**src/rtl/mac_reg_pkg.sv**
```systemverilog
// Shared types and arithmetic helpers for the MAC accumulator register bank.
// The helpers work on a 64-bit carrier, so ACC_WIDTH must be at most 63.
package mac_reg_pkg;

  localparam int unsigned MaxW = 64;

  typedef enum logic [1:0] {
    ModeHold = 2'b00,
    ModeLoad = 2'b01,
    ModeAcc  = 2'b10,
    ModeSub  = 2'b11
  } mode_e;

  typedef enum logic {
    StIdle,
    StDump
  } state_e;

  typedef struct packed {
    logic signed [MaxW-1:0] value;
    logic                   clamped;
  } sat_res_t;

  // Sign-extend the low w bits of v to the full carrier width.
  function automatic logic signed [MaxW-1:0] sext(input logic [MaxW-1:0] v, input int unsigned w);
    logic [MaxW-1:0] sh;
    sh = v << (MaxW - w);
    return $signed(sh) >>> (MaxW - w);
  endfunction

  // Add two w-bit signed values and clamp the sum to the signed w-bit range.
  function automatic sat_res_t sat_add(input logic signed [MaxW-1:0] a,
                                       input logic signed [MaxW-1:0] b,
                                       input int unsigned            w);
    logic signed [MaxW-1:0] sum;
    logic signed [MaxW-1:0] hi;
    logic signed [MaxW-1:0] lo;
    sat_res_t               r;
    sum       = a + b;
    hi        = $signed((MaxW'(1) << (w - 1)) - MaxW'(1));
    lo        = ~hi;
    r.clamped = 1'b1;
    if (sum > hi) begin
      r.value = hi;
    end else if (sum < lo) begin
      r.value = lo;
    end else begin
      r.value   = sum;
      r.clamped = 1'b0;
    end
    return r;
  endfunction

endpackage

```
**src/rtl/mac_reg_bank_if.sv**
```systemverilog
// Write and read handshake ports of the MAC accumulator register bank.
interface mac_reg_bank_if #(
  parameter int unsigned WIDTH     = 8,
  parameter int unsigned ACC_WIDTH = 12,
  parameter int unsigned CHANNELS  = 4
);
  localparam int unsigned ChW = $clog2(CHANNELS);

  logic                 in_valid;
  logic                 in_ready;
  logic [ChW-1:0]       in_ch;
  logic [1:0]           in_mode;
  logic [WIDTH-1:0]     in_data;
  logic                 out_valid;
  logic                 out_ready;
  logic [ChW-1:0]       out_ch;
  logic [ACC_WIDTH-1:0] out_data;

  modport master (
    output in_valid, in_ch, in_mode, in_data, out_ready,
    input  in_ready, out_valid, out_ch, out_data
  );

  modport slave (
    input  in_valid, in_ch, in_mode, in_data, out_ready,
    output in_ready, out_valid, out_ch, out_data
  );
endinterface

```
**src/rtl/mac_acc_lane.sv**
```systemverilog
// One accumulator channel: input mux, synchronous clear, optional saturation.
// Saturation is enabled by defining MAC_REG_SATURATE_EN; otherwise arithmetic wraps.
module mac_acc_lane
  import mac_reg_pkg::*;
#(
  parameter int unsigned WIDTH     = 8,
  parameter int unsigned ACC_WIDTH = 12
) (
  input  logic                 clk,
  input  logic                 rst,
  input  logic                 clr_i,
  input  logic                 we_i,
  input  mode_e                mode_i,
  input  logic [WIDTH-1:0]     data_i,
  output logic [ACC_WIDTH-1:0] acc_o,
  output logic                 sat_o
);

  logic [ACC_WIDTH-1:0]   acc_d, acc_q;
  logic signed [MaxW-1:0] operand;

  assign operand = sext(MaxW'(data_i), WIDTH);
  assign acc_o   = acc_q;

`ifdef MAC_REG_SATURATE_EN
  logic     sat_d, sat_q;
  sat_res_t res;

  always_comb begin
    acc_d = acc_q;
    sat_d = sat_q;
    res   = sat_add(sext(MaxW'(acc_q), ACC_WIDTH), (mode_i == ModeSub) ? -operand : operand,
                    ACC_WIDTH);
    if (clr_i) begin
      acc_d = '0;
      sat_d = 1'b0;
    end else if (we_i) begin
      unique case (mode_i)
        ModeLoad: acc_d = ACC_WIDTH'(operand);
        ModeAcc, ModeSub: begin
          acc_d = ACC_WIDTH'(res.value);
          sat_d = sat_q | res.clamped;
        end
        default: ;
      endcase
    end
  end

  always_ff @(posedge clk) begin
    if (rst) begin
      acc_q <= '0;
      sat_q <= 1'b0;
    end else begin
      acc_q <= acc_d;
      sat_q <= sat_d;
    end
  end

  assign sat_o = sat_q;
`else
  always_comb begin
    acc_d = acc_q;
    if (clr_i) begin
      acc_d = '0;
    end else if (we_i) begin
      unique case (mode_i)
        ModeLoad: acc_d = ACC_WIDTH'(operand);
        ModeAcc:  acc_d = acc_q + ACC_WIDTH'(operand);
        ModeSub:  acc_d = acc_q - ACC_WIDTH'(operand);
        default: ;
      endcase
    end
  end

  always_ff @(posedge clk) begin
    if (rst) acc_q <= '0;
    else     acc_q <= acc_d;
  end

  assign sat_o = 1'b0;
`endif

endmodule

```
**src/rtl/mac_reg_bank.sv**
```systemverilog
// Multi-channel signed accumulator bank with a per-channel write port and a streaming dump.
// Optional saturation via MAC_REG_SATURATE_EN (see mac_acc_lane).
module mac_reg_bank
  import mac_reg_pkg::*;
#(
  parameter int unsigned WIDTH     = 8,
  parameter int unsigned ACC_WIDTH = 12,
  parameter int unsigned CHANNELS  = 4
) (
  input  logic                clk,
  input  logic                rst,
  input  logic                clr,
  input  logic                dump,
  output logic                busy,
  output logic [CHANNELS-1:0] sat_flag,
  mac_reg_bank_if.slave       bus
);

  localparam int unsigned ChW = $clog2(CHANNELS);

  state_e               state_d, state_q;
  logic [ChW-1:0]       out_ch_d, out_ch_q;
  logic [ACC_WIDTH-1:0] acc [CHANNELS];
  logic                 in_fire;
  logic                 clr_eff;
  mode_e                mode;

  assign busy          = (state_q == StDump);
  assign bus.in_ready  = ~busy;
  assign bus.out_valid = busy;
  assign bus.out_ch    = out_ch_q;
  assign bus.out_data  = acc[out_ch_q];

  assign in_fire = bus.in_valid & ~busy;
  assign clr_eff = clr & ~busy;
  assign mode    = mode_e'(bus.in_mode);

  // Out-of-range channel numbers match no lane, so the handshake completes with no effect.
  for (genvar i = 0; i < CHANNELS; i++) begin : g_lane
    mac_acc_lane #(
      .WIDTH    (WIDTH),
      .ACC_WIDTH(ACC_WIDTH)
    ) u_lane (
      .clk   (clk),
      .rst   (rst),
      .clr_i (clr_eff),
      .we_i  (in_fire && (bus.in_ch == ChW'(i))),
      .mode_i(mode),
      .data_i(bus.in_data),
      .acc_o (acc[i]),
      .sat_o (sat_flag[i])
    );
  end

  always_comb begin
    state_d  = state_q;
    out_ch_d = out_ch_q;
    unique case (state_q)
      StIdle: begin
        if (dump) begin
          state_d  = StDump;
          out_ch_d = '0;
        end
      end
      StDump: begin
        if (bus.out_ready) begin
          if (out_ch_q == ChW'(CHANNELS - 1)) begin
            state_d  = StIdle;
            out_ch_d = '0;
          end else begin
            out_ch_d = out_ch_q + 1'b1;
          end
        end
      end
      default: state_d = StIdle;
    endcase
  end

  always_ff @(posedge clk) begin
    if (rst) begin
      state_q  <= StIdle;
      out_ch_q <= '0;
    end else begin
      state_q  <= state_d;
      out_ch_q <= out_ch_d;
    end
  end

endmodule

```
**src/flat_wrapper.sv**
```systemverilog
// flat-port wrapper written by rule: the top's interface ports become plain ports
module mac_reg_bank_flat import mac_reg_pkg::*;
#(
  parameter int unsigned WIDTH     = 8,
  parameter int unsigned ACC_WIDTH = 12,
  parameter int unsigned CHANNELS  = 4
)
  (clk, rst, clr, dump, busy, sat_flag, bus_in_valid, bus_in_ch, bus_in_mode, bus_in_data, bus_out_ready, bus_in_ready, bus_out_valid, bus_out_ch, bus_out_data);
  mac_reg_bank_if #(.WIDTH(WIDTH), .ACC_WIDTH(ACC_WIDTH), .CHANNELS(CHANNELS)) bus_i ();
  input  logic clk;
  input  logic rst;
  input  logic clr;
  input  logic dump;
  output logic busy;
  output logic [CHANNELS-1:0] sat_flag;
  input wire logic [$bits(bus_i.in_valid)-1:0] bus_in_valid;
  input wire logic [$bits(bus_i.in_ch)-1:0] bus_in_ch;
  input wire logic [$bits(bus_i.in_mode)-1:0] bus_in_mode;
  input wire logic [$bits(bus_i.in_data)-1:0] bus_in_data;
  input wire logic [$bits(bus_i.out_ready)-1:0] bus_out_ready;
  output wire logic [$bits(bus_i.in_ready)-1:0] bus_in_ready;
  output wire logic [$bits(bus_i.out_valid)-1:0] bus_out_valid;
  output wire logic [$bits(bus_i.out_ch)-1:0] bus_out_ch;
  output wire logic [$bits(bus_i.out_data)-1:0] bus_out_data;
  assign bus_i.in_valid = bus_in_valid;
  assign bus_i.in_ch = bus_in_ch;
  assign bus_i.in_mode = bus_in_mode;
  assign bus_i.in_data = bus_in_data;
  assign bus_i.out_ready = bus_out_ready;
  assign bus_in_ready = bus_i.in_ready;
  assign bus_out_valid = bus_i.out_valid;
  assign bus_out_ch = bus_i.out_ch;
  assign bus_out_data = bus_i.out_data;
  mac_reg_bank #(.WIDTH(WIDTH), .ACC_WIDTH(ACC_WIDTH), .CHANNELS(CHANNELS)) u_core (.clk(clk), .rst(rst), .clr(clr), .dump(dump), .busy(busy), .sat_flag(sat_flag), .bus(bus_i));
endmodule
```
**config.mk**
```make
export PLATFORM = sky130hd
export DESIGN_NAME = mac_reg_bank_flat
export DESIGN_NICKNAME = d
export VERILOG_FILES = /design/src/rtl/mac_reg_pkg.sv /design/src/rtl/mac_reg_bank_if.sv /design/src/rtl/mac_acc_lane.sv /design/src/rtl/mac_reg_bank.sv /design/src/flat_wrapper.sv
export SDC_FILE = /design/constraint.sdc
export NUM_CORES = 1
export LEC_CHECK = 0
export ABC_CLOCK_PERIOD_IN_PS = 4700
export CAP_MARGIN = 30
export CORE_ASPECT_RATIO = 1.4
export CORE_UTILIZATION = 50
export CTS_CLUSTER_DIAMETER = 150
export DETAILED_ROUTE_END_ITERATION = 10
export PLACE_DENSITY_LB_ADDON = 0.1
export SETUP_SLACK_MARGIN = 0.15
export SLEW_MARGIN = 15
export SYNTH_ARGS = -nofsm -noshare
export SYNTH_HDL_FRONTEND = slang
export SYNTH_SLANG_ARGS = --single-unit
export TNS_END_PERCENT = 10
```
**constraint.sdc**
```tcl
create_clock -name clk -period 4.7 [get_ports clk]
set_input_delay 0.94 -clock clk [delete_from_list [all_inputs] [get_ports clk]]
set_output_delay 0.94 -clock clk [all_outputs]
set_load 0.02 [all_outputs]
```
==> run metrics, run 1 <==
outcome=finished clean; DP HPWL=12.2 mm; WL final=between 15 and 20 mm; Rows=44; Avg Inst Size Synth=around 7.3 um^2; CTS root buf=clkbuf_16; Worst Hold Class=flop to flop; fmax=between 0.2 and 0.25 GHz; ys async rst share=0%; Max FO, Critical Path=8; CP peak stage delay=roughly 0.48 ns; met3 WL=about 860 um; number of port buffers=34; Leak=between 2 and 2.5 nW; Switching Share=~37%; n_diodes=0; die span in y=around 120 um; DRC violations left=0; Hold Path Depth=2; Post-synth EDFFs=0; Setup-failing EPs final=0; Internal=about 0.00082 W; Top FF cell, synth=dfxtp_1; final clock skew=~0.011 ns; Peak VDD IR=around 0.16 mV; period utilisation layout=between 90% and 100%; pwr dens=around 220 mW/mm^2; Tmin final=4.47 ns; core area=between 0.01 and 0.015 mm^2; post-route insts no fill=about 860; Startpoint Class=input pin; clk sink count=approximately 50; # fillers=1029; fin nets=approximately 760; Sw Pwr=0.000489 W; Iter 0 DRT Violations=496; most common cell after layout, fill and taps aside=nor2_1; clock slew at reported path FFs=approximately 0.080 ns; post-synthesis sequential area ratio=roughly 19%; total grt overflow=0; largest cells by area after synthesis=dfxtp_1 19%, xnor2_1 6.6%, a21oi_1 6.0%; share of cells above drive strength 1=~12%; max_cap viols=0; Slew Viols, Final=0; synthesis-stage register bit count=51; commonest cells after routing, fill and taps aside=71 x nor2_1, 69 x nand2_1, 62 x a21oi_1; Die ar.=approximately 0.011 mm^2; GRT Util Overall=roughly a third; die width=between 80 and 90 um; Bufs on Longest Clock Path=2; final-report hold violation count=0; Pre-antenna DRT Iters=5; FF-to-FF path depth=12; Setup CP Type=input pin to flop; Worst EP arrival=between 4 and 5 ns; ANT nets after route=0; routed wl met2=a little under 9 mm; vias in the first global route=5237; Critical Path RT=around 4.9 ns; area share of the largest cell type after synthesis=19.3%; DR vias=5611; average routed wire per standard cell=about 20 um; highest routed layer=met4; clock network fraction of total power=a little under a third; slowest CP cell=clkdlybuf4s50_1; largest net degree at the start of global routing=56; DR vias/cell=about 6.5; combinational share of power=about a third; Seq pwr share=between 30% and 40%; cells along the critical path=clkdlybuf4s50_1 -> inv_1 -> ha_1 -> mux2i_1 -> buf_4 -> fa_1 -> maj3_1 -> maj3_2 -> maj3_1 -> a211oi_2 -> a2bb2oi_1 -> a21oi_1 -> mux2i_1 -> a311o_1; P&R area growth vs syn=12.2%; Syn Inst Count=721; I/O pins=39; routability-driven placement congestion ratio=between 0.9 and 1; TritonCTS Buffers=5; post-cts hold buffer count=0; wire length on met1=about 7 mm; Netlist cell types=73; RSZ-0062 raised after global routing=true; global-route wire length before repair=27.0 mm; initial core utilization=between 50% and 60%; Ys Warns=0; initial antenna violation count=0; Post-Syn Area=0.00529 mm^2; dpl cells=854; Slew HR=a little over two fifths; clk_lat worst skew=between 0.3 and 0.4 ns; CP endpoint kind=flop; Worst Tran Pin Value=0.872 ns; final setup TNS=0 ns; htree depth=2; area leader, netlist=dfxtp_1; CTS tree=built
layout make-up:
type	instances	area [um^2]	area share, %
clock buffer	5	125	2.11
clock inverter	3	25.0	0.422
sequential	51	1020	17.2
timing repair buffer	67	596	10.0
tap	138	173	2.91
multi-input combinational	569	3880	65.5
inverter	29	109	1.84
path summary, 6_finish.rpt:
| check | startpoint | endpoint | slack [ns] |
|---|---|---|---|
| setup reg to reg | u_core.g_lane[0].u_lane.acc_o[0] | u_core.g_lane[0].u_lane.acc_o[10] | 1.37 |
| setup / recovery | bus_in_data[1] | u_core.g_lane[2].u_lane.acc_o[10] | 0.23 |
| hold reg to reg | u_core.g_lane[2].u_lane.acc_o[0] | u_core.g_lane[2].u_lane.acc_o[0] | 0.51 |
| hold / removal | u_core.g_lane[2].u_lane.acc_o[0] | u_core.g_lane[2].u_lane.acc_o[0] | 0.51 |
power by group through the flow:
stage               clock network, W  logic [W]  registers, W
global placement                   0   0.000434      0.000470
floorplan                          0   0.000320      0.000459
finish                      0.000396   0.000452      0.000462
global route                0.000413   0.000492      0.000463
CTS                         0.000400   0.000447      0.000460
detailed placement                 0   0.000444      0.000471
layer usage:
metal  up-vias  track usage [%]
met5         -                0
met4         0             19.4
met3        49             3.25
met2       210             55.5
met1      2713             39.7
li1       2639                -
synth_stat cells (5+ instances only):
library cell  count
ha_1             11
dfxtp_1          51
maj3_2            6
maj3_1           11
buf_1             6
or4_1             6
o21ai_0          58
and2_1            5
clkbuf_1         57
o211ai_1          8
o22ai_1          11
a21oi_1          63
xor2_1            8
nor2_1           71
buf_4             6
nand3_1          18
nand2_1          69
a31oi_1           9
xnor2_1          40
mux4_2           12
o211a_1           5
a21o_1            6
inv_1            29
a211oi_1         16
a221oi_1         17
a31o_2            8
nor3_1           21
mux2i_1           9
cells by family (layout without fill, tap and decap cells):
| logic type | count (synthesis) | count (layout) | synth area share [%] |
|---|---|---|---|
| xor+xnor | 49 | 49 | 8.26 |
| simple gates | 209 | 209 | 17.6 |
| compound gates | 253 | 253 | 32.2 |
| buf+inv | 104 | 104 | 8.07 |
| flops | 51 | 51 | 19.3 |
| other cells | 1 | 4 | 0.0709 |
| fa+ha+maj | 32 | 32 | 7.48 |
| mux | 22 | 22 | 7.03 |
flip-flops by register name, summed over array words and instances, names as in the netlist:
register and count:
u_core.bus.out_valid 1, u_core.g_lane.u_lane.acc_o 48, u_core.bus.out_ch 2
worst max-delay path: cells and delay by family:
kind | cells | cell delay, ns
adders and majority gates | 5 | 1.84
muxes | 2 | 0.22
buffers and inverters | 3 | 0.73
AOI/OAI and AO/OA | 4 | 0.91
per-stage QoR:
step                      setup WS (ns)  instance area (um^2)  util [%]  hold slack, ns  power (W)
after global routing             0.0942                  5930      57.3           0.544    0.00137
after CTS                         0.237                  5930      57.3           0.503    0.00131
after global placement           0.0229                  5780      55.8           0.473   0.000905
after floorplan                   0.475                  5300         -           0.452   0.000778
after detailed placement        -0.0780                  5780      55.8           0.492   0.000915
final                             0.227                  5930      57.3           0.513    0.00131
timing repair:
item	4_1_cts	5_1_grt
resized for setup	0	1
endpoints found under the setup margin	0	4
buffers inserted	0	0
(Power assumes the default switching activity.)
==> run 2, diff against run 1 <==
--- a/config.mk
+++ b/config.mk
@@ -8,8 +8,8 @@
 export ABC_CLOCK_PERIOD_IN_PS = 4700
 export CAP_MARGIN = 30
-export CORE_ASPECT_RATIO = 1.4
 export CORE_UTILIZATION = 50
 export CTS_CLUSTER_DIAMETER = 150
 export DETAILED_ROUTE_END_ITERATION = 10
+export DONT_BUFFER_PORTS = 1
 export PLACE_DENSITY_LB_ADDON = 0.1
 export SETUP_SLACK_MARGIN = 0.15
==> constraint.sdc (replaced) <==
create_clock -name clk -period 4.7 [get_ports clk]
set_input_delay 0.705 -clock clk [delete_from_list [all_inputs] [get_ports clk]]
set_output_delay 0.705 -clock clk [all_outputs]
set_load 0.02 [all_outputs]
==> run 2 against run 1 <==
Effect of this change:
- core utilization decreased by 4.8 points
- clock power decreased by 29%
- final area decreased by 9.0%
- register-to-register slack improved by 0.04 ns
- non-clock buffer count decreased by 50
- first-iteration DRC count increased by 3.8%
- routed wire length decreased by 1.6%
- power decreased by 13%
- sequential power about the same
- critical endpoint unchanged
- largest cell class unchanged
- highest routed layer unchanged
==> run metrics, run 2 (synthesis gave the netlist of run 1 again) <==
outcome=finished clean; Slew HR=40.3%; final instance area=between 0.005 and 0.006 mm^2; Setup CP Type=input pin to flop; n_diodes=0; clk sink count=just over 50; DP HPWL=between 10 and 15 mm; GRT Util Overall=between 30% and 40%; Power, Total=0.00114 W; DR vias=5448; HP Start=rst; Worst EP arrival=4.21 ns; WHS Endpoint=u_core.bus.out_ch[0]; Area after DPL=roughly 0.0053 mm^2; # fillers=~1000; P&R area growth vs syn=2.13%; worst r2r src=u_core.g_lane[2].u_lane.acc_o[0]; Pre-antenna DRT Iters=6; final setup TNS=0 ns; initial core utilization=about half; CP endpoint kind=flop; final clock skew=between 0.01 and 0.015 ns; post-CTS sizing=0; Leak=1.89 nW; number of port buffers=0; global-route wire length before repair=approximately 28 mm; Slew Viols, Final=0; pwr dens=between 200 and 250 mW/mm^2; commonest cells after routing, fill and taps aside=71 x nor2_1, 69 x nand2_1, 62 x a21oi_1; fmax=0.251 GHz; worst setup margin=slightly above 0.7 ns; TritonCTS Buffers=5; Max FO, Critical Path=57; slowest CP cell=fa_1; final-report hold violation count=0; ANT nets after route=0; Post-Place Setup Slack=0.240 ns; vias in the first global route=about 5100; FF-to-FF path depth=12; clk_lat worst skew=~0.33 ns; met1 Track Usage GR=41.0%; Critical Path RT=between 4 and 5 ns; RSZ-0062 raised after global routing=false; CTS tree=built; Setup-failing EPs final=0; Peak VDD IR=~0.12 mV; Iter 0 DRT Violations=515; grt met2 use=53.1%; largest net degree at the start of global routing=58; Tmin final=3.98 ns; average routed wire per standard cell=21.1 um; Worst Tran Pin Value=approximately 0.89 ns; initial antenna violation count=0; cells along the critical path=and2_1 -> mux2i_1 -> buf_4 -> fa_1 -> maj3_1 -> maj3_2 -> maj3_1 -> a211oi_2 -> a2bb2oi_1 -> a21oi_1 -> mux2i_1 -> a311o_1; Startpoint Class=input pin; die width=~100 um; Bufs on Longest Clock Path=2; period utilisation layout=a little over four fifths; post-cts hold buffer count=0; Worst R2R Setup Slack=between 1 and 1.5 ns; M3 GR Usage=4.55%; I/O pins=39; core area=roughly 0.01 mm^2; DR vias/cell=a little under 7; total grt overflow=0; RR Endpoint=u_core.g_lane[2].u_lane.acc_o[10]; DRC violations left=0; max reg flops=48; gr busiest metal=met2; Hold Path Depth=1; die span in y=roughly 100 um; Die ar.=~0.011 mm^2; routability-driven placement congestion ratio=0.920; CTS root buf=clkbuf_8; most common cell after layout, fill and taps aside=nor2_1; Worst Hold Class=input pin to flop; Rows=37; WL final=~17 mm; max_cap viols=0; htree depth=2; fin nets=about 710; setup bufs post-CTS=0; CP peak stage delay=approximately 0.46 ns; clock slew at reported path FFs=around 0.11 ns; share of cells above drive strength 1=under 10%
-- run 2: cell types whose count changed in the layout (fill, tap and decap cells not counted), sizes merged --
cell / previous run / this run
buf: 34 / 17
clkbuf: 5 / 6
clkdlybuf4s50: 33 / 0
clkinv: 2 / 1
clkinvlp: 1 / 0
-- run 2: worst max path at each step --
stage / depth (start not counted) / slack, ns / end / start
after floorplan: 12 / 0.71 / u_core.g_lane[0].u_lane.acc_o[10] / bus_in_mode[1]
after detailed placement: 12 / 0.24 / u_core.g_lane[1].u_lane.acc_o[7] / bus_in_mode[1]
after global placement: 12 / 0.43 / u_core.g_lane[1].u_lane.acc_o[7] / bus_in_mode[1]
after CTS: 12 / 0.58 / u_core.g_lane[1].u_lane.acc_o[7] / bus_in_mode[1]
after global routing: 12 / 0.60 / u_core.g_lane[2].u_lane.acc_o[10] / bus_in_mode[1]
final: 12 / 0.72 / u_core.g_lane[2].u_lane.acc_o[10] / bus_in_mode[1]
-- run 2: critical path, delay by kind of cell --
family                     cells  cell delay, ns
AOI/OAI and AO/OA              4            0.91
muxes                          2            0.41
adders and majority gates      4            1.58
buffers and inverters          1            0.24
and+or+nand+nor                1            0.35
-- run 2: layer usage --
layer | wire (um) | part of all wire, %
met1 | 7240 | 42
met2 | 8170 | 48
met3 | 1140 | 6.7
met4 | 557 | 3.3
met5 | 0 | 0
-- run 2: report_power, final --
part	internal [W]	leakage, nW	switching (W)	total (W)
registers	0.000441	0.412	0.0000222	0.000463
logic	0.000149	1.43	0.000247	0.000396
clock network	0.000116	0.0470	0.000164	0.000281
total	0.000706	1.89	0.000433	0.00114
-- run 2: stage by stage --
step / hold slack [ns] / utilization (%) / instances
3_5_place_dp: 0.470 / 51.6 / 801
3_3_place_gp: 0.472 / 51.5 / 800
2_1_floorplan: 0.452 / - / 724
6_report: 0.436 / 52.5 / 809
5_1_grt: 0.430 / 52.5 / 809
4_1_cts: 0.432 / 52.5 / 808
-- run 2: final cells by class --
class,count,area [um^2],share of cell area [%]
well taps,136,170,3.15
flip-flops and latches,51,1020,18.9
clock inverters,1,5.00,0.0927
inverters,29,109,2.02
multi-input cells,569,3880,71.8
repair buffers,17,135,2.50
clock buffers,6,82.6,1.53
==> run 3, diff against run 2 <==
ABC_CLOCK_PERIOD_IN_PS = 3290   (was 4700)
clock period = 3.29 ns   (was 4.7 ns; I/O delays follow)
==> run 3 against run 2 <==
Effect of this change:
- core utilization rose by 4.9 points
- clock-buffer cell count down 1
- setup slack worse by 0.63 ns
- critical endpoint unchanged
==> run metrics, run 3 (synthesis gave the netlist of run 1 again) <==
outcome=finished clean; Bufs on Longest Clock Path=2; Peak VDD IR=about 0.19 mV; clk_lat worst skew=roughly 0.32 ns; average routed wire per standard cell=between 20 and 25 um; CP most frequent cell=maj3_2; Worst EP arrival=3.42 ns; met3 WL=between 1.5 and 2 mm; Area after DPL=~0.0057 mm^2; CTS tree=built; clk sink count=between 50 and 60; Max FO, Critical Path=7; CP startpoint=bus_in_data[0]; RSZ-0062 raised after global routing=true; global-route wire length before repair=27.4 mm; cells along the critical path=clkinvlp_4 -> ha_4 -> mux2i_4 -> buf_4 -> fa_2 -> maj3_2 -> maj3_2 -> maj3_2 -> a211oi_4 -> a2bb2oi_2 -> a21oi_1 -> mux2i_1 -> a311o_1; n_diodes=0; initial core utilization=a little over 50%; vias in the first global route=5239; core area=about 0.010 mm^2; HP Start=rst; Rows=37; worst r2r src=u_core.g_lane[1].u_lane.acc_o[0]; wire length on met1=between 7 and 8 mm; share of cells above drive strength 1=19.3%; period utilisation layout=97.1%; Setup CP Type=input pin to flop; dpl cells=848; Critical Path RT=3.51 ns; fin nets=between 700 and 800; post-cts hold buffer count=0; die span in y=around 100 um; final clock skew=approximately 0.0052 ns; largest net degree at the start of global routing=between 50 and 60; pwr dens=~300 mW/mm^2; routed wl met2=8.06 mm; CP peak stage delay=about 0.34 ns; CP endpoint kind=flop; commonest cells after routing, fill and taps aside=71 x nor2_1, 68 x nand2_1, 63 x buf_4; number of port buffers=0; Pre-antenna DRT Iters=6; highest routed layer=met4; TritonCTS Buffers=5; Startpoint Class=input pin; P&R area growth vs syn=11.6%; DP HPWL=12.5 mm; post-route insts no fill=857; DRC violations left=0; Die ar.=about 0.011 mm^2; slowest CP cell=fa_2; Setup-failing EPs final=0; initial antenna violation count=0; routability-driven placement congestion ratio=between 0.9 and 1; Worst Tran Pin Value=just over 0.8 ns; most common cell after layout, fill and taps aside=nor2_1; GRT Util Overall=between 30% and 40%; DR vias/cell=approximately 6.6; total grt overflow=0; final-report hold violation count=0; max reg flops=48; clock slew at reported path FFs=roughly 0.10 ns; fmax=0.313 GHz; Iter 0 DRT Violations=608; ANT nets after route=0; final instance area=roughly 0.006 mm^2; Tmin final=3.20 ns; Slew Viols, Final=0; die width=approximately 100 um; I/O pins=39; htree depth=2; Leak=2.16 nW; CTS root buf=clkbuf_8; Worst Hold Class=input pin to flop; DR vias=5678; WL final=around 17 mm; max_cap viols=0; Slew HR=44.9%
-- run 3: cell count changes in the layout (fill, tap and decap cells not counted), moves of 3 or more --
cell	delta
a221oi_2	+4
inv_1	-3
maj3_2	+5
buf_4	+47
fa_2	+3
maj3_1	-5
a221oi_1	-4
fa_1	-3
-- run 3: timing repair --
action                                  CTS  global route
endpoints found under the setup margin   11            18
pin swaps                                 8            18
gates resized for setup                   7            16
setup buffers                             0             1
-- run 3: path summary, 6_finish.rpt --
check	to	slack (ns)	cells past startpoint
hold reg to reg	u_core.g_lane[1].u_lane.acc_o[0]	0.50	2
setup reg to reg	u_core.g_lane[1].u_lane.acc_o[10]	0.14	12
setup / recovery	u_core.g_lane[2].u_lane.acc_o[10]	0.09	13
hold / removal	u_core.bus.out_ch[0]	0.22	1
-- run 3: critical path: cells and delay by family --
family / cells / cell delay [ns]
AOI/OAI and AO/OA: 4 / 0.81
adders and majority gates: 5 / 1.59
muxes: 2 / 0.26
buffers and inverters: 2 / 0.26
-- run 3: routing by layer --
metal  track usage [%]  up-vias
li1                  -     2640
met1              41.5     2726
met2              51.3      271
met3              6.24       41
met4              10.9        0
met5                 0        -
-- run 3: per-stage QoR --
stage | TNS, ns | worst slack (ns) | utilization [%] | hold WS [ns] | power (W)
final | 0 | 0.0941 | 57.4 | 0.222 | 0.00178
after global routing | 0 | 0.0127 | 57.4 | 0.211 | 0.00187
after CTS | 0 | 0.105 | 56.8 | 0.220 | 0.00176
after detailed placement | -3.48 | -0.310 | 55.3 | 0.482 | 0.00129
after global placement | -2.35 | -0.250 | 55.3 | 0.485 | 0.00128
after floorplan | -0.777 | -0.138 | - | 0.452 | 0.00112
-- run 3: where the power goes --
part           switching (W)  internal (W)
combinational       0.000370      0.000274
sequential         0.0000326      0.000630
clock               0.000244      0.000227
-- run 3: cell type report --
type | instances | area, um^2
inverter | 29 | 113
sequential | 51 | 1020
clock buffer | 5 | 68.8
tap | 136 | 170
multi-input combinational | 569 | 3990
timing repair buffer | 64 | 493
clock inverter | 3 | 43.8
fill | 1002 | 4380
